File: src/rtl/accum_pkg.sv
// rtl/accum_pkg.sv - shared widths and FSM state encoding for multi_operand_accum
package accum_pkg;

  localparam int OPW  = 4;
  localparam int SUMW = 6;

  typedef enum logic [2:0] {
    IDLE  = 3'd0,
    ADD_B = 3'd1,
    ADD_C = 3'd2,
    ADD_D = 3'd3,
    DONE  = 3'd4
  } state_t;

  function automatic logic [SUMW-1:0] zext(input logic [OPW-1:0] v);
    return {{(SUMW-OPW){1'b0}}, v};
  endfunction

endpackage

File: src/rtl/ripple_add6.sv
// rtl/ripple_add6.sv - 6-bit ripple-carry adder, carry-in fixed at 0, no carry-out
module ripple_add6
  import accum_pkg::*;
(
  input  logic [SUMW-1:0] x,
  input  logic [SUMW-1:0] y,
  output logic [SUMW-1:0] s
);

  logic carry;

  always_comb begin
    carry = 1'b0;
    s     = '0;
    for (int i = 0; i < SUMW; i++) begin
      s[i]  = x[i] ^ y[i] ^ carry;
      carry = (x[i] & y[i]) | (carry & (x[i] ^ y[i]));
    end
  end

endmodule

File: src/rtl/multi_operand_accum.sv
// rtl/multi_operand_accum.sv - sequential a+b+c+d accumulator, one shared adder
// Optional avg output (sum>>2) enabled by macro MULTI_OPERAND_ACCUM_AVG_EN.
module multi_operand_accum
  import accum_pkg::*;
(
  input  logic            clk,
  input  logic            rst_n,
  input  logic            in_valid,
  output logic            in_ready,
  input  logic [OPW-1:0]  a,
  input  logic [OPW-1:0]  b,
  input  logic [OPW-1:0]  c,
  input  logic [OPW-1:0]  d,
  output logic            out_valid,
  input  logic            out_ready,
  output logic [SUMW-1:0] sum
`ifdef MULTI_OPERAND_ACCUM_AVG_EN
  ,
  output logic [OPW-1:0]  avg
`endif
);

  state_t          state, state_nxt;
  logic [SUMW-1:0] acc;
  logic [OPW-1:0]  b_q, c_q, d_q;
  logic [OPW-1:0]  opnd;
  logic [SUMW-1:0] add_s;
  logic            accept;

  always_ff @(posedge clk or negedge rst_n) begin
    if (!rst_n) state <= IDLE;
    else        state <= state_nxt;
  end

  always_comb begin
    state_nxt = state;
    in_ready  = 1'b0;
    out_valid = 1'b0;
    case (state)
      IDLE: begin
        in_ready = 1'b1;
        if (in_valid) state_nxt = ADD_B;
      end
      ADD_B: state_nxt = ADD_C;
      ADD_C: state_nxt = ADD_D;
      ADD_D: state_nxt = DONE;
      DONE: begin
        out_valid = 1'b1;
        if (out_ready) state_nxt = IDLE;
      end
      default: state_nxt = IDLE;
    endcase
  end

  assign accept = in_valid & in_ready;

  // Operand fed to the single adder is chosen by which add step we are in.
  always_comb begin
    opnd = d_q;
    case (state)
      ADD_B:   opnd = b_q;
      ADD_C:   opnd = c_q;
      default: opnd = d_q;
    endcase
  end

  ripple_add6 u_add (
    .x (acc),
    .y (zext(opnd)),
    .s (add_s)
  );

  always_ff @(posedge clk or negedge rst_n) begin
    if (!rst_n) begin
      acc <= '0;
      b_q <= '0;
      c_q <= '0;
      d_q <= '0;
    end else if (accept) begin
      acc <= zext(a);
      b_q <= b;
      c_q <= c;
      d_q <= d;
    end else if (state == ADD_B || state == ADD_C || state == ADD_D) begin
      acc <= add_s;
    end
  end

  assign sum = acc;

`ifdef MULTI_OPERAND_ACCUM_AVG_EN
  assign avg = acc[SUMW-1:SUMW-OPW];
`endif

endmodule

File: config.mk
export PLATFORM = sky130hd
export DESIGN_NAME = multi_operand_accum
export DESIGN_NICKNAME = d
export VERILOG_FILES = /design/src/rtl/accum_pkg.sv /design/src/rtl/ripple_add6.sv /design/src/rtl/multi_operand_accum.sv
export SDC_FILE = /design/constraint.sdc
export NUM_CORES = 1
export LEC_CHECK = 0
export BUFFER_PORTS_ARGS = -buffer_cell sky130_fd_sc_hd__buf_4
export CORE_MARGIN = 1.5
export CORE_UTILIZATION = 45
export CTS_CLUSTER_DIAMETER = 150
export DETAILED_ROUTE_END_ITERATION = 16
export PLACE_DENSITY = 0.77
export SLEW_MARGIN = 20
export SYNTH_ARGS = -nofsm -noshare
export SYNTH_HDL_FRONTEND = slang
export SYNTH_HIERARCHICAL = 1
export SYNTH_SLANG_ARGS = --single-unit
File: constraint.sdc
create_clock -name clk -period 4.4 [get_ports clk]
set_clock_uncertainty 0.1 [all_clocks]
set_input_delay 0.88 -clock clk [delete_from_list [all_inputs] [get_ports clk]]
set_output_delay 0.88 -clock clk [all_outputs]
set_load 0.01 [all_outputs]
==> qor.csv <==
stage;metric;value;unit
clocking;clock-sinks;21;
synth;netlist_area;1157;sq um
place;hpwl;1723;um
critical_path;crit_fanout;19;
synth;synth.distinct_cells;27;
route;via_per_inst;5.436;
route;wire_per_inst;14.51;um
synth;yosysSeqAreaShare;45.41;%
place;numPortBuffers;27;
critical_path;worst_path_largest_cell_delay;0.62;ns
die;std_cell_rows;18;
final_layout;layout.nets;152;
die;die_w;53.72;um
die;io_pins;28;
sta;worst-slew-pin-transition;0.7915;ns
synth;avgSynthCellArea;11.57;sq um
power_and_ir_drop;p_per_area;860.8;nW/um^2
critical_path;crit_top_cell;fa_1;
synth;ys_top_cells_by_area;dfrtp_1 (45%), mux2_1 (9.7%), fa_1 (6.9%), o221a_2 (3.9%), o32a_1 (3.5%);
route;dr.pass1.iters;4;
sta;final-hold-violation-count;0;
route;num_vias;848;
clocking;clockBufferDepth;2;
clocking;insertion_delay;0.30;ns
sta;min_period;3.783;ns
sta;max_freq;0.2644;GHz
sta;setup_viol;0;
clocking;cts_resized;0;
synth;synth_top_area_cell;dfrtp_1;
clocking;cts_setup_buffers;0;
place;place_inst;152;
synth;synth_top_area_share;45.41;%
critical_path;worstPathArrival;3.89;ns
die;die_area;2885;sq um
route;first_iter_violations;6;
clocking;cts_hold_buf;0;
final_layout;drive_gt1_share;30.95;%
global_route;grt_max_degree;22;
die;die_h;53.72;um
route;drc;0;
sta;fin_crit_sh;85.97;%
final_layout;area_growth;20.97;%
sta;rsz0062_at_grt;false;
global_route;grt-ovfl-total;0;
sta;slew_headroom;46.78;%
die;coreArea;2455;sq um
global_route;antenna_found_initial;0;
power_and_ir_drop;ir_drop;528.3;uV
critical_path;crit_required;4.50;ns
route;routed_wl;2263;um
clocking;numCtsBuffers;3;
critical_path;critPathLaunchType;register;
clocking;clkTransAtPathRegs;0.12;ns
critical_path;critPathSlowestCell;dfrtp_1;
synth;yosysWarnings;6;
critical_path;crit_path_end_kind;register;
final_layout;finalNonFillerCells;156;
run;cap_violations;0;
critical_path;crit_chain;nand2b_1, o32a_1, o221a_2, ha_1, inv_1, fa_1, inv_1, fa_1, fa_1, fa_1, xor3_1, a22o_1;
die;initial_core_util;47.15;%
synth;netlist_instances;100;
final_layout;fill_cells;200;
clocking;htreeDepth;1;
route;ant_nets;0;
global_route;grt_pass1_wl;3691;um
place;gpl.final_weighted_congestion;0.7631;
critical_path;path_class;reg2reg;
clocking;cts_tree;built;
sta;setup_tns;0;ns
global_route;grt_pass1_vias;838;
clocking;cts-root-buf;clkbuf_4;
synth;synth-seq-cells;21;
global_route;grt_usage;17.56;%
hold_path;hp-class;in2async;
outcome;status;finished, final reports clean;
sta;maxSlewViolCount;0;
final_layout;diodes;0;
power_and_ir_drop;leakage;0.6415;nW
power by group:
part	internal (mW)	switching [mW]	total [mW]
combinational	0.389	0.292	0.681
sequential	0.296	0.134	0.430
clock	0.0339	0.0603	0.0942
critical path: cells and delay by family, from the launching register on:
kind            cells  cell delay (ns)
simple gates        1             0.32
buf+inv             2             0.11
flops               1             0.62
compound gates      3             0.65
fa+ha+maj           5             1.50
xor+xnor            1             0.38
cells in the final DEF, fill, tap and decap left out, drive strengths merged:
cell type  count
o31ai          1
nor2          11
inv            7
clkinv         1
a21oi          5
mux2          12
fa             4
dfrtp         21
o32a           4
buf           27
o221a          4
xor3           1
and3           1
clkbuf         3
o2bb2ai        4
conb           2
nand2b         2
o22ai          1
a22o           2
nand2          2
o21a           4
ha             1
nor3           2
a31oi          4
layout make-up:
class,instances,area [sq um],share of cell area [%]
multi-input combinational,67,580.6,41.47
clock inverter,1,5.005,0.3575
inverter,7,26.28,1.877
clock buffer,3,22.52,1.609
sequential,21,525.5,37.53
tap,30,37.54,2.681
timing repair buffer,27,202.7,14.48
cells by family after synthesis:
family / share of synthesized area, %
AOI/OAI and AO/OA: 20.00
xor gates and xnor gates: 2.054
adders and majority gates: 8.000
buffers and inverters: 4.757
DFF: 45.41
muxes: 11.68
other: 0.3240
and+or+nand+nor: 7.784
flip-flops by register name (all words and copies together), names as in the netlist:
| register | flops |
|---|---|
| b_q | 4 |
| d_q | 4 |
| c_q | 4 |
| sum | 6 |
| state | 3 |
final timing paths:
| path | start | endpoint | slack, ns | cells after the start |
|---|---|---|---|---|
| max in group asynchronous | rst_n | d_q[0] | 3.65 | 1 |
| hold reg to reg | b_q[2] | b_q[2] | 0.40 | 1 |
| hold / removal | rst_n | sum[3] | 0.33 | 1 |
| setup reg to reg | state[0] | sum[5] | 0.62 | 12 |
| setup / recovery | state[0] | sum[5] | 0.62 | 12 |
| min in group clk | b_q[2] | b_q[2] | 0.40 | 1 |
metal layers:
metal | global-route usage, % | vias up | wire (um)
met5 | 0 | - | 0
met4 | 6.410 | 0 | 29
met3 | 3.611 | 4 | 72
met2 | 28.66 | 15 | 1185
met1 | 22.98 | 419 | 975
li1 | - | 410 | -
cells in the mapped netlist (all sizes together):
| cell | count |
|---|---|
| a21oi | 5 |
| nor2 | 11 |
| o21a | 4 |
| inv | 7 |
| o2bb2ai | 4 |
| o22ai | 1 |
| o32a | 4 |
| nand2b | 2 |
| clkbuf | 1 |
| mux2 | 12 |
| o221a | 4 |
| a22o | 2 |
| nand2 | 2 |
| dfrtp | 21 |
| buf | 5 |
| and3 | 1 |
| o31ai | 1 |
| a31oi | 4 |
| conb | 1 |
| fa | 4 |
| xor3 | 1 |
| nor3 | 2 |
| ha | 1 |
metrics by stage:
step           hold slack (ns)  worst slack [ns]  power [mW]  cell area, sq um  utilization, %
6_report                0.3336            0.6174       1.205              1400           57.03
5_1_grt                 0.3393            0.4350       1.330              1400           57.03
4_1_cts                 0.3420            0.6022       1.219              1400           57.03
3_5_place_dp            0.3805            0.6221       1.128              1373           55.91
3_3_place_gp            0.3724            0.7796       1.089              1373           55.91
2_1_floorplan           0.3591            0.9815      0.9437              1161               -
Power figures use the tool's default switching activity.
